`src/rtl/uart_debug_loader_pkg.sv`:
```
// rtl/uart_debug_loader_pkg.sv - command codes, reply bytes and FSM states for the debug loader.
package uart_debug_loader_pkg;

  localparam logic [7:0] CMD_LOAD = 8'h01;
  localparam logic [7:0] CMD_RUN  = 8'h02;
  localparam logic [7:0] CMD_HALT = 8'h03;

  localparam logic [7:0] ACK_BYTE_DEF = 8'hA5;
  localparam logic [7:0] NAK_BYTE_DEF = 8'hEE;

  typedef enum logic [3:0] {
    ST_IDLE,
    ST_DECODE,
    ST_LEN,
    ST_CHKLEN,
    ST_BYTE,
    ST_ASSEMBLE,
    ST_WRITE,
    ST_REPLY,
    ST_START
  } state_e;

endpackage

```
`src/rtl/uart_debug_loader_byte_to_word_assembler.sv`:
```
// rtl/uart_debug_loader_byte_to_word_assembler.sv - little-endian byte-to-word shifter with byte index and word-complete flag.
module uart_debug_loader_byte_to_word_assembler
  import uart_debug_loader_pkg::*;
#(
  parameter int NB_INSTRUCTION = 32
) (
  input  logic                      clk,
  input  logic                      i_rst,
  input  logic                      i_shift,
  input  logic                      i_clear,
  input  logic [7:0]                i_byte,
  output logic [NB_INSTRUCTION-1:0] o_word,
  output logic                      o_full
);

  localparam int NB_BYTES = NB_INSTRUCTION / 8;
  localparam int IDX_W    = (NB_BYTES > 1) ? $clog2(NB_BYTES) : 1;

  logic [IDX_W-1:0]          idx_q;
  logic [NB_INSTRUCTION-1:0] word_q;
  logic                      full_q;

  // New bytes enter at the top, so the first byte ends up in bits [7:0].
  always_ff @(posedge clk or posedge i_rst) begin
    if (i_rst) begin
      idx_q  <= '0;
      word_q <= '0;
      full_q <= 1'b0;
    end else if (i_clear) begin
      idx_q  <= '0;
      full_q <= 1'b0;
    end else if (i_shift) begin
      word_q <= (word_q >> 8) | (NB_INSTRUCTION'(i_byte) << (NB_INSTRUCTION - 8));
      if (idx_q == IDX_W'(NB_BYTES - 1)) begin
        full_q <= 1'b1;
      end else begin
        idx_q <= idx_q + IDX_W'(1);
      end
    end
  end

  assign o_word = word_q;
  assign o_full = full_q;

endmodule

```
`src/rtl/uart_debug_loader.sv`:
```
// rtl/uart_debug_loader.sv - UART command responder: loads imem word by word, gates CPU enable, replies ACK/NAK.
module uart_debug_loader
  import uart_debug_loader_pkg::*;
#(
  parameter int                NB_INSTRUCTION  = 32,
  parameter int                IMEM_ADDR_WIDTH = 7,
  parameter int                NB_UART_DATA    = 8,
  parameter logic [7:0]        ACK_BYTE        = ACK_BYTE_DEF,
  parameter logic [7:0]        NAK_BYTE        = NAK_BYTE_DEF
) (
  input  logic                       clk,
  input  logic                       i_rst,
  input  logic [NB_UART_DATA-1:0]    i_rx_data,
  input  logic                       i_rx_empty,
  output logic                       o_rd,
  input  logic                       i_tx_full,
  output logic                       o_wr,
  output logic [NB_UART_DATA-1:0]    o_wdata,
  output logic                       o_tx_start,
  output logic                       o_imem_we,
  output logic [IMEM_ADDR_WIDTH-1:0] o_imem_addr,
  output logic [NB_INSTRUCTION-1:0]  o_imem_wdata,
  output logic                       o_cpu_en,
  output logic                       o_busy
);

  localparam int          WCW       = IMEM_ADDR_WIDTH + 1;
  localparam int unsigned MAX_WORDS = 2 ** IMEM_ADDR_WIDTH;

  state_e                   state_q;
  logic [NB_UART_DATA-1:0]  cmd_q;
  logic [NB_UART_DATA-1:0]  len_q;
  logic [NB_UART_DATA-1:0]  reply_q;
  logic [WCW-1:0]           word_cnt_q;
  logic                     fetch;
  logic                     asm_shift;
  logic                     asm_clear;
  logic                     asm_full;
  logic [NB_INSTRUCTION-1:0] asm_word;

  // A fetch state pops and captures in the same cycle; the next state never fetches.
  assign fetch     = (state_q == ST_IDLE || state_q == ST_LEN || state_q == ST_BYTE) && !i_rx_empty;
  assign o_rd      = fetch && !i_rst;
  assign asm_shift = (state_q == ST_BYTE) && !i_rx_empty;
  assign asm_clear = (state_q == ST_CHKLEN) || (state_q == ST_WRITE);
  assign o_busy    = (state_q != ST_IDLE);

  uart_debug_loader_byte_to_word_assembler #(
    .NB_INSTRUCTION(NB_INSTRUCTION)
  ) u_asm (
    .clk    (clk),
    .i_rst  (i_rst),
    .i_shift(asm_shift),
    .i_clear(asm_clear),
    .i_byte (i_rx_data[7:0]),
    .o_word (asm_word),
    .o_full (asm_full)
  );

  always_ff @(posedge clk or posedge i_rst) begin
    if (i_rst) begin
      state_q      <= ST_IDLE;
      cmd_q        <= '0;
      len_q        <= '0;
      reply_q      <= '0;
      word_cnt_q   <= '0;
      o_wr         <= 1'b0;
      o_wdata      <= '0;
      o_tx_start   <= 1'b0;
      o_imem_we    <= 1'b0;
      o_imem_addr  <= '0;
      o_imem_wdata <= '0;
      o_cpu_en     <= 1'b0;
    end else begin
      o_wr       <= 1'b0;
      o_tx_start <= 1'b0;
      o_imem_we  <= 1'b0;
      case (state_q)
        ST_IDLE: if (!i_rx_empty) begin
          cmd_q   <= i_rx_data;
          state_q <= ST_DECODE;
        end
        ST_DECODE: begin
          state_q <= ST_REPLY;
          reply_q <= ACK_BYTE;
          if (cmd_q == CMD_LOAD) begin
            o_cpu_en <= 1'b0;
            state_q  <= ST_LEN;
          end else if (cmd_q == CMD_RUN) begin
            o_cpu_en <= 1'b1;
          end else if (cmd_q == CMD_HALT) begin
            o_cpu_en <= 1'b0;
          end else begin
            reply_q <= NAK_BYTE;
          end
        end
        ST_LEN: if (!i_rx_empty) begin
          len_q   <= i_rx_data;
          state_q <= ST_CHKLEN;
        end
        ST_CHKLEN: begin
          word_cnt_q <= '0;
          if (len_q == '0 || 32'(len_q) > MAX_WORDS) begin
            reply_q <= NAK_BYTE;
            state_q <= ST_REPLY;
          end else begin
            state_q <= ST_BYTE;
          end
        end
        ST_BYTE: if (!i_rx_empty) state_q <= ST_ASSEMBLE;
        ST_ASSEMBLE: begin
          if (asm_full) begin
            o_imem_we    <= 1'b1;
            o_imem_addr  <= word_cnt_q[IMEM_ADDR_WIDTH-1:0];
            o_imem_wdata <= asm_word;
            state_q      <= ST_WRITE;
          end else begin
            state_q <= ST_BYTE;
          end
        end
        ST_WRITE: begin
          word_cnt_q <= word_cnt_q + WCW'(1);
          if (32'(word_cnt_q) + 32'd1 == 32'(len_q)) begin
            reply_q <= ACK_BYTE;
            state_q <= ST_REPLY;
          end else begin
            state_q <= ST_BYTE;
          end
        end
        ST_REPLY: if (!i_tx_full) begin
          o_wr    <= 1'b1;
          o_wdata <= reply_q;
          state_q <= ST_START;
        end
        ST_START: begin
          o_tx_start <= 1'b1;
          state_q    <= ST_IDLE;
        end
        default: state_q <= ST_IDLE;
      endcase
    end
  end

endmodule
```
`config.mk`:
```
export PLATFORM = sky130hd
export DESIGN_NAME = uart_debug_loader
export DESIGN_NICKNAME = d
export VERILOG_FILES = /design/src/rtl/uart_debug_loader_pkg.sv /design/src/rtl/uart_debug_loader_byte_to_word_assembler.sv /design/src/rtl/uart_debug_loader.sv
export SDC_FILE = /design/constraint.sdc
export NUM_CORES = 1
export LEC_CHECK = 0
export ABC_AREA = 1
export CAP_MARGIN = 20
export CORE_MARGIN = 2
export CORE_UTILIZATION = 65
export DETAILED_ROUTE_END_ITERATION = 8
export DONT_BUFFER_PORTS = 1
export PLACE_DENSITY = 0.81
export SETUP_SLACK_MARGIN = 0.02
export SLEW_MARGIN = 30
export SYNTH_ARGS = -nofsm -noshare
export SYNTH_HDL_FRONTEND = slang
export SYNTH_SLANG_ARGS = --single-unit
```
`constraint.sdc`:
```
create_clock -name clk -period 6.1 [get_ports clk]
set_input_delay 1.22 -clock clk [delete_from_list [all_inputs] [get_ports clk]]
set_output_delay 1.22 -clock clk [all_outputs]
set_load 0.01 [all_outputs]
```
==> Word level (Yosys, flattened, before mapping) <==
Cells that the tools add are included.
{ "totals": {"register_bits": 122, "word_cells": 100} }
{ "classes": {"addsub": 3, "n_lt_le_gt_ge": 1, "eq_ne": 20, "muxes": 30, "bitwise_logic": 4, "reduce_logical": 27} }
{ "ops": {"columns": ["cell", "n"], "rows": [
  ["bitwise OR 24 x 32 -> 32 bit", 1],
  ["case mux 4 bit (8 select lines)", 1],
  ["case mux 8 bit (3 select lines)", 1],
  ["2-to-1 mux 7 bit", 3],
  ["== test 4 x 3 -> 1 bit (second input constant)", 4],
  ["== test 8 x 2 -> 1 bit (second input constant)", 2],
  ["2-to-1 mux 4 bit", 4],
  ["2-to-1 mux 8 bit", 2],
  ["case mux 8 bit (2 select lines)", 1],
  ["AND reduction 2 bit", 8],
  ["2-to-1 mux 2 bit", 6],
  ["2-to-1 mux 1 bit", 11],
  ["inequality test 2 bit (second input constant)", 5],
  ["adder 8 x 1 -> 9 bit (second input constant)", 1],
  ["== test 9 x 8 -> 1 bit", 1],
  ["adder 8 x 1 -> 8 bit (second input constant)", 1],
  ["== test 4 x 2 -> 1 bit (second input constant)", 2],
  ["== test 8 x 1 -> 1 bit (second input constant)", 1],
  ["> comparator 8 bit (second input constant)", 1],
  ["logical NOT 8 bit", 1],
  ["nonzero test 2 bit", 3],
  ["nonzero test 3 bit", 2],
  ["== test 4 x 1 -> 1 bit (second input constant)", 1],
  ["== test 4 bit (second input constant)", 1],
  ["other kinds (12)", 21]
]} }

==> Longest topological paths before layout <==
Gate-level depths: netlist of the first run.
{ "depth": {"word_depth": 5, "depth_mapped": 13, "depth_no_buf": 13} }

==> By module <==
From an unflattened synthesis of the first run, not the netlist that was laid out.
{ "hier_totals": {"cells_unflattened": 571, "hier_area_um2": 4834.6} }
{ "by_module_without_submodules": {"columns": ["module", "n_inst", "cells_each", "area_each_um2", "seq_area_each_um2"], "rows": [
  ["uart_debug_loader", 1, 420, 3467.1, 1926.8],
  ["uart_debug_loader_byte_to_word_assembler", 1, 151, 1367.6, 875.8]
]} }

==> Least setup slack after synthesis of the first run <==
OpenSTA, ideal clock, no wires.
{ "synth_path": {"path_kind": "input port to output port", "startpoint": "input i_rx_empty", "endpoint": "output o_rd", "arrival_ns": 1.521, "required_time_ns": 4.880, "slack_ns": 3.359, "cell_stages": 1, "path_cell_list": "nor3_1"} }
{ "synth_between": {"elab_chain_cells": 3} }
{ "synth_rtl": {"columns": ["item", "line", "rtl"], "rows": [
  ["start, declared", "uart_debug_loader.sv:14", "input logic i_rx_empty,"],
  ["logical NOT 1 bit", null, null],
  ["logical AND 1 bit", "uart_debug_loader.sv:42", "assign fetch = (state_q == ST_IDLE || state_q == ST_LEN || state_q == ST_BYTE) && !i_rx_empty;"],
  ["logical AND 1 bit", "uart_debug_loader.sv:43", "assign o_rd = fetch && !i_rst;"],
  ["end, declared", "uart_debug_loader.sv:15", "output logic o_rd,"]
]} }
Every way passes these cells.

==> Worst setup path in the final report of the first run <==
{ "layout_path": {"startpoint": "register state_q[3]", "endpoint": "output o_rd"} }
{ "layout_between": {"elab_chain_cells": 5, "elab_cells_between_ends": 7, "cone_classes": "eq/ne: 2; reduce/logical: 5"} }
{ "layout_rtl": {"columns": ["item", "line", "rtl"], "rows": [
  ["start, declared", "uart_debug_loader.sv:30", "state_e state_q;"],
  ["start signal, assigned", "uart_debug_loader.sv:62", "state_q <= ST_IDLE;"],
  ["start signal, assigned", "uart_debug_loader.sv:81", "state_q <= ST_DECODE;"],
  ["start signal, assigned", "uart_debug_loader.sv:84", "state_q <= ST_REPLY;"],
  ["== test 4 x 2 -> 1 bit or logical NOT 4 bit (tied branches)", "uart_debug_loader.sv:42", null],
  ["logical OR 1 bit", "uart_debug_loader.sv:42", null],
  ["logical OR 1 bit *", "uart_debug_loader.sv:42", null],
  ["logical AND 1 bit *", "uart_debug_loader.sv:42", null],
  ["logical AND 1 bit *", "uart_debug_loader.sv:43", null]
]} }
Mark *: on every way between the ends. The rest lies on a longest branch, timed or not.

==> results of run 1 <==
-- flip-flops by register name, summed over array words and instances, names as in the netlist --
register      cells
u_asm.o_word     32
cmd_q             8
o_imem_wdata     32
o_imem_we         1
word_cnt_q        8
u_asm.o_full      1
len_q             8
o_cpu_en          1
reply_q           3
u_asm.idx_q       2
o_wr              1
o_wdata           3
o_tx_start        1
o_imem_addr       7
state_q           4
-- routing by layer --
| layer | wire, um | vias to the layer above | GRT usage |
|---|---|---|---|
| li1 | - | 1644 | - |
| met3 | 636 | 10 | 0.0545 |
| met4 | 129 | 0 | 0.0782 |
| met5 | 0 | - | 0 |
| met2 | 4070 | 93 | 0.363 |
| met1 | 4020 | 1615 | 0.330 |
-- where the power goes --
| group | switching (mW) | internal (mW) | leakage, nW |
|---|---|---|---|
| clock | 0.258 | 0.160 | 0.0928 |
| sequential | 0.287 | 1.05 | 1.40 |
| combinational | 0.437 | 0.260 | 0.895 |
-- cell usage after synthesis (2+ instances only) --
library cell and instances:
ha_1 2, nor2_4 3, dfrtp_1 112, nor3_4 2, a21oi_1 32, nor2_2 2, clkbuf_1 3, nand3_2 2
inv_2 3, buf_2 5, o21ai_0 57, buf_4 11, nor2_1 52, nand2_1 108, nand4_1 3, inv_1 70
nand2_2 5, o22ai_1 4, nor3_1 4, mux2_2 10, nand3_1 23, xor2_1 2
-- worst max-delay path, stage by stage, from the launching register on --
cell     delay (ns)
dfrtp_1        0.43
nor2_1         0.12
inv_1          0.08
nor3_1         0.28
a21oi_1        0.14
nor3_1         0.31
-- kinds of logic (layout without fill, tap and decap cells) --
group	Yosys count	in the layout	share of synthesized area
muxes	10	10	0.0236
AOI/OAI and AO/OA	98	98	0.107
adders and majority gates	2	2	0.00524
other	1	1	0.000785
buffers and inverters	93	91	0.0846
DFF	112	112	0.587
and+or+nand+nor	205	205	0.187
xor gates and xnor gates	3	3	0.00550
-- area by class of cell --
| cell class | count | share of cell area |
|---|---|---|
| sequential | 112 | 0.564 |
| multi-input combinational | 319 | 0.315 |
| inverter | 73 | 0.0556 |
| clock buffer | 10 | 0.0257 |
| tap | 99 | 0.0249 |
| clock inverter | 6 | 0.0118 |
| timing repair buffer | 2 | 0.00302 |
-- placed cells by master (no fill, tap or decap) --
master,synthesis,final
nand2_2,5,5
conb_1,1,1
clkinv_4,0,1
a21oi_1,32,32
clkbuf_1,3,1
mux2_2,10,10
nand4_1,3,3
nand2_1,108,108
clkbuf_8,0,9
a22o_1,1,1
xor2_1,2,2
ha_1,2,2
o21ai_1,1,1
a32o_1,1,1
nand3_2,2,2
o21a_1,1,1
buf_4,11,2
nand3b_1,1,1
inv_2,3,3
o22ai_1,4,4
o31ai_1,1,1
nor2_4,3,3
inv_8,0,3
inv_4,0,1
o21ai_0,57,57
nand3_1,23,23
dfrtp_1,112,112
nor3_1,4,4
inv_6,0,1
nor3_4,2,2
clkinvlp_4,0,1
nor2_2,2,2
inv_1,70,69
xnor2_1,1,1
nor2_1,52,52
-- worst paths after layout --
kind	end	slack [ns]	cells after the start
min in group asynchronous	o_imem_wdata[3]	0.82	1
min reg2reg	o_tx_start	0.47	1
min	o_tx_start	0.47	1
max reg2reg	o_imem_wdata[5]	3.83	5
max	o_rd	3.16	5
max in group asynchronous	o_imem_wdata[26]	4.13	2
==> run_results.csv, run 1 <==
group,metric,value,unit
clocking,clock_sinks,112,
timing,worst-slew-pin-transition,0.928,ns
synth,yosys_most_used_dff,"dfrtp_1",
detailed_routing,drt_iter0_markers,230,
clocking,root_buffer,"clkbuf_8",
synth,avgSynthCellArea,9.11,sq um
floorplanning,die_x,89.7,um
worst_setup_path,startpoint_type,"register",
detailed_routing,postRouteAntennaNets,0,
synth,postSynthCellCount,524,
final_layout,syn2layout_area_growth,4.14,%
synth,netlist.area_leader.share,0.587,
detailed_routing,detailroute.via_count,3362,
final_layout,post-route-util,0.693,
floorplanning,initial_core_util,0.666,
placed_design,dpl-instance-area,0.00479,sq mm
clocking,cts_buffers,9,
placed_design,portBuffers,0,
timing,grt_setup_unrepaired,"false",
timing,fin_setup_tns,0,ns
final_layout,ff_latch_area,0.00280,sq mm
detailed_routing,drt-vias-per-instance,5.41,
placed_design,dp_cells,605,
clocking,cts-resized-gates,0,
worst_setup_path,setup.worst_path.end_class,"output pin",
synth,ys_ff_latch,112,
floorplanning,rows,31,
clocking,hold_buffers,0,
detailed_routing,firstDrtPassIters,4,
timing,fin_worst_skew,0.0111,ns
placed_design,place_congestion,0.858,
worst_setup_path,critPathMaxFanout,4,
final_layout,fillCellCount,585,
clocking,htree_num_levels,3,
synth,yosys-top-cells-area,"dfrtp_1, nand2_1, o21ai_0",
timing,period_share,0.482,
timing,slew_headroom,0.380,
floorplanning,die_h,89.7,um
final_layout,drive_above_1_share,0.0862,
detailed_routing,avgRoutedWirePerCell,14.3,um
synth,syn_nets,538,
clocking,clk_latency,0.37,ns
global_routing,antenna_found_initial,0,
detailed_routing,detail_route.drc_violations,0,
clocking,postCtsSetupRepairBufs,0,
final_layout,antennaDiodeCount,0,
global_routing,grt-ovfl-total,0,
global_routing,grt_max_degree,58,
synth,synth-edff-count,0,
clocking,cts_tree,"built",
floorplanning,ios,65,
job,drv_cap,0,
worst_setup_path,startpoint,"state_q[3]",
power,power_density,493,mW/mm^2
global_routing,grt_usage,0.233,
final_layout,stdcell_area,0.00497,sq mm
timing,fmax,0.340,GHz
detailed_routing,finalWirelength,8850,um
run_status,outcome,"complete, no violations",
synth,yosysSeqAreaShare,0.587,
placed_design,preCtsSetupSlack,3.34,ns
global_routing,grt_first_pass_wirelength,15300,um
timing,post-route-min-period,2.94,ns
min_path,hold_start,"state_q[2]",
synth,synth_warnings,0,
floorplanning,coreArea,0.00718,sq mm
worst_setup_path,setup.worst_path.class,"reg2out",
global_routing,grt_pass1_vias,3272,
worst_setup_path,worstPathRequired,4.88,ns
synth,synth_cell_types,31,
timing,setup_slack,3.16,ns
synth,syn_area,0.00478,sq mm
power,power.total,2.45,mW
placed_design,place.detailed.hpwl,6320,um
power,ir_worst_vdd,0.267,mV
clocking,clock_tree.buffer_depth,2,
synth,synthArstFlopShare,1.00,
timing,finalMaxSlewViolations,0,
timing,finalHoldViolCount,0,
clocking,clk_pin_slew_worst_paths,0.11,ns
timing,hold_ws,0.468,ns
final_layout,fin_cells,621,
final_layout,multi_input_area,0.00157,sq mm
floorplanning,dieArea,0.00805,sq mm
worst_setup_path,r2r-start,"state_q[1]",
final_layout,layout.nets,531,
power,p_leak,2.39,nW
timing,setup_viol,0,
synth,synth_area_leader_cell,"dfrtp_1",
min_path,hp-class,"reg2reg",
worst_setup_path,arrival,1.72,ns
Power figures use the tool's default switching activity.
==> run 2: changes to the inputs <==
CORE_UTILIZATION = 63   (was 65)
PLACE_DENSITY = 0.79   (was 0.81)
clock period = 3.1 ns   (was 6.1 ns; I/O delays follow)
==> run 2 against run 1 <==
  * First-iteration DRC count is 16% lower
  * Count of clock-buffer cells in the layout grew 2
  * Wire length increased by 2.7%
  * Largest power group unchanged
  * Highest routed layer unchanged
==> run_results.csv, run 2 (synthesis results as in run 1) <==
group,metric,value,unit
detailed_routing,detail_route.drc_violations,0,
clocking,postCtsSetupRepairBufs,0,
timing,finalMaxSlewViolations,0,
detailed_routing,avgRoutedWirePerCell,14.6,um
clocking,clk_latency,0.37,ns
timing,post-route-min-period,2.36,ns
run_status,outcome,"complete, no violations",
timing,fin_setup_tns,0,ns
global_routing,grt_usage,0.233,
worst_setup_path,critPathTopFamily,"simple AND/OR/NAND/NOR gates",
clocking,cts_buffers,9,
clocking,htree_num_levels,3,
timing,fin_worst_skew,0.00828,ns
detailed_routing,drt-vias-per-instance,5.39,
worst_setup_path,worstPathRequired,2.48,ns
final_layout,fin_cells,623,
floorplanning,initial_core_util,0.655,
floorplanning,die_h,91.1,um
worst_setup_path,cp_common_cell,"nor3_1",
clocking,cts_tree,"built",
floorplanning,dieArea,0.00829,sq mm
placed_design,portBuffers,0,
worst_setup_path,cp_slowest_cell,"dfrtp_1",
final_layout,stdcell_area,0.00503,sq mm
worst_setup_path,r2r_end,"o_imem_wdata[17]",
power,swShare,0.390,
global_routing,grt_max_degree,101,
global_routing,antenna_found_initial,0,
final_layout,syn2layout_area_growth,5.32,%
power,combPwrFrac,0.281,
power,clkPwrFrac,0.185,
timing,worst-slew-pin-transition,0.822,ns
detailed_routing,detailroute.via_count,3355,
placed_design,dpl-instance-area,0.00482,sq mm
clocking,clock_tree.buffer_depth,2,
placed_design,place_congestion,0.954,
worst_setup_path,r2r_slack,1.00,ns
detailed_routing,postRouteAntennaNets,0,
power,seqPwrFrac,0.534,
placed_design,place.detailed.hpwl,6580,um
final_layout,drive_above_1_share,0.0897,
clocking,root_buffer,"clkbuf_8",
detailed_routing,finalWirelength,9090,um
final_layout,final_common_cell,"dfrtp_1",
worst_setup_path,arrival,1.74,ns
timing,grt_setup_unrepaired,"false",
power,p_switching,1.93,mW
final_layout,antennaDiodeCount,0,
detailed_routing,firstDrtPassIters,5,
floorplanning,ios,65,
floorplanning,rows,31,
worst_setup_path,startpoint_type,"register",
global_routing,grt-ovfl-total,0,
global_routing,grt_first_pass_wirelength,15400,um
worst_setup_path,critPathMaxStageDelay,0.43,ns
worst_setup_path,r2r-start,"state_q[1]",
timing,period_share,0.761,
power,p_int,3.02,mW
floorplanning,die_x,91.1,um
timing,slew_headroom,0.451,
timing,setup_viol,0,
clocking,hold_buffers,0,
final_layout,layout.nets,533,
placed_design,dp_cells,607,
worst_setup_path,critPathMaxFanout,4,
worst_setup_path,crit_chain,"nor2_1, inv_1, nor3_1, a21oi_1, nor3_1",
worst_setup_path,r2r_cells,6,
floorplanning,coreArea,0.00729,sq mm
final_layout,most-common-layout-cells,"dfrtp_1, nand2_1, inv_1, o21ai_0, nor2_1",
power,power_density,983,mW/mm^2
worst_setup_path,setup.worst_path.class,"reg2out",
power,p_leak,2.42,nW
global_routing,grt_pass1_vias,3245,
timing,finalHoldViolCount,0,
job,drv_cap,0,
worst_setup_path,setup.worst_path.end_class,"output pin",
power,ir_worst_vdd,0.529,mV
clocking,cts-resized-gates,0,
clocking,clk_pin_slew_worst_paths,0.10,ns
detailed_routing,drt_iter0_markers,193,
min_path,hp-class,"in2async",
worst_setup_path,critPathBufInv,1,
timing,fmax,0.424,GHz
clocking,clock_sinks,112,
run 2: changes by cell type in the layout (fill, tap and decap cells not counted), sizes merged:
cell / before / now
clkbuf: 10 / 12
buf: 2 / 4
inv: 77 / 74
bufinv: 0 / 1
run 2: metrics by stage:
step	hold WS [ns]	utilization	power, mW	worst slack [ns]
finish	0.0703	0.690	4.94	0.741
global route	0.0804	0.690	5.31	0.544
CTS	0.0676	0.690	4.97	0.740
detailed placement	0.436	0.660	4.07	1.00
global placement	0.434	0.660	3.96	1.16
floorplan	0.419	-	3.74	1.12
run 2: cell type report:
type                    count  area, sq um
flip-flops and latches    112         2800
fillers                   596         2260
multi-input cells         319         1570
inverters                  73          278
clock buffers              12          155
well taps                  99          124
clock inverters             4         58.8
repair buffers              4         42.5
run 2: power groups by stage:
stage	Sequential, mW	Combinational [mW]	Clock (mW)
4_1_cts	2.65	1.40	0.930
5_1_grt	2.72	1.61	0.979
2_1_floorplan	2.53	1.21	0
3_3_place_gp	2.65	1.31	0
3_5_place_dp	2.67	1.40	0
6_report	2.64	1.39	0.916
run 2: worst max-delay path by stage:
stage	startpoint	end	cells past startpoint
2_1_floorplan	i_rst	cmd_q[0]	1
3_3_place_gp	state_q[1]	o_imem_wdata[25]	6
3_5_place_dp	state_q[1]	o_imem_wdata[17]	6
4_1_cts	state_q[3]	o_rd	5
5_1_grt	state_q[3]	o_rd	5
6_report	state_q[3]	o_rd	5
run 2: per-layer routing:
metal | routed length, um | part of all wire | GRT usage | vias to the layer above
met4 | 102 | 0.011 | 0.0871 | 0
met5 | 0 | 0 | 0 | -
met1 | 4190 | 0.46 | 0.325 | 1621
met2 | 4320 | 0.48 | 0.367 | 81
met3 | 478 | 0.053 | 0.0473 | 9
li1 | - | - | - | 1644
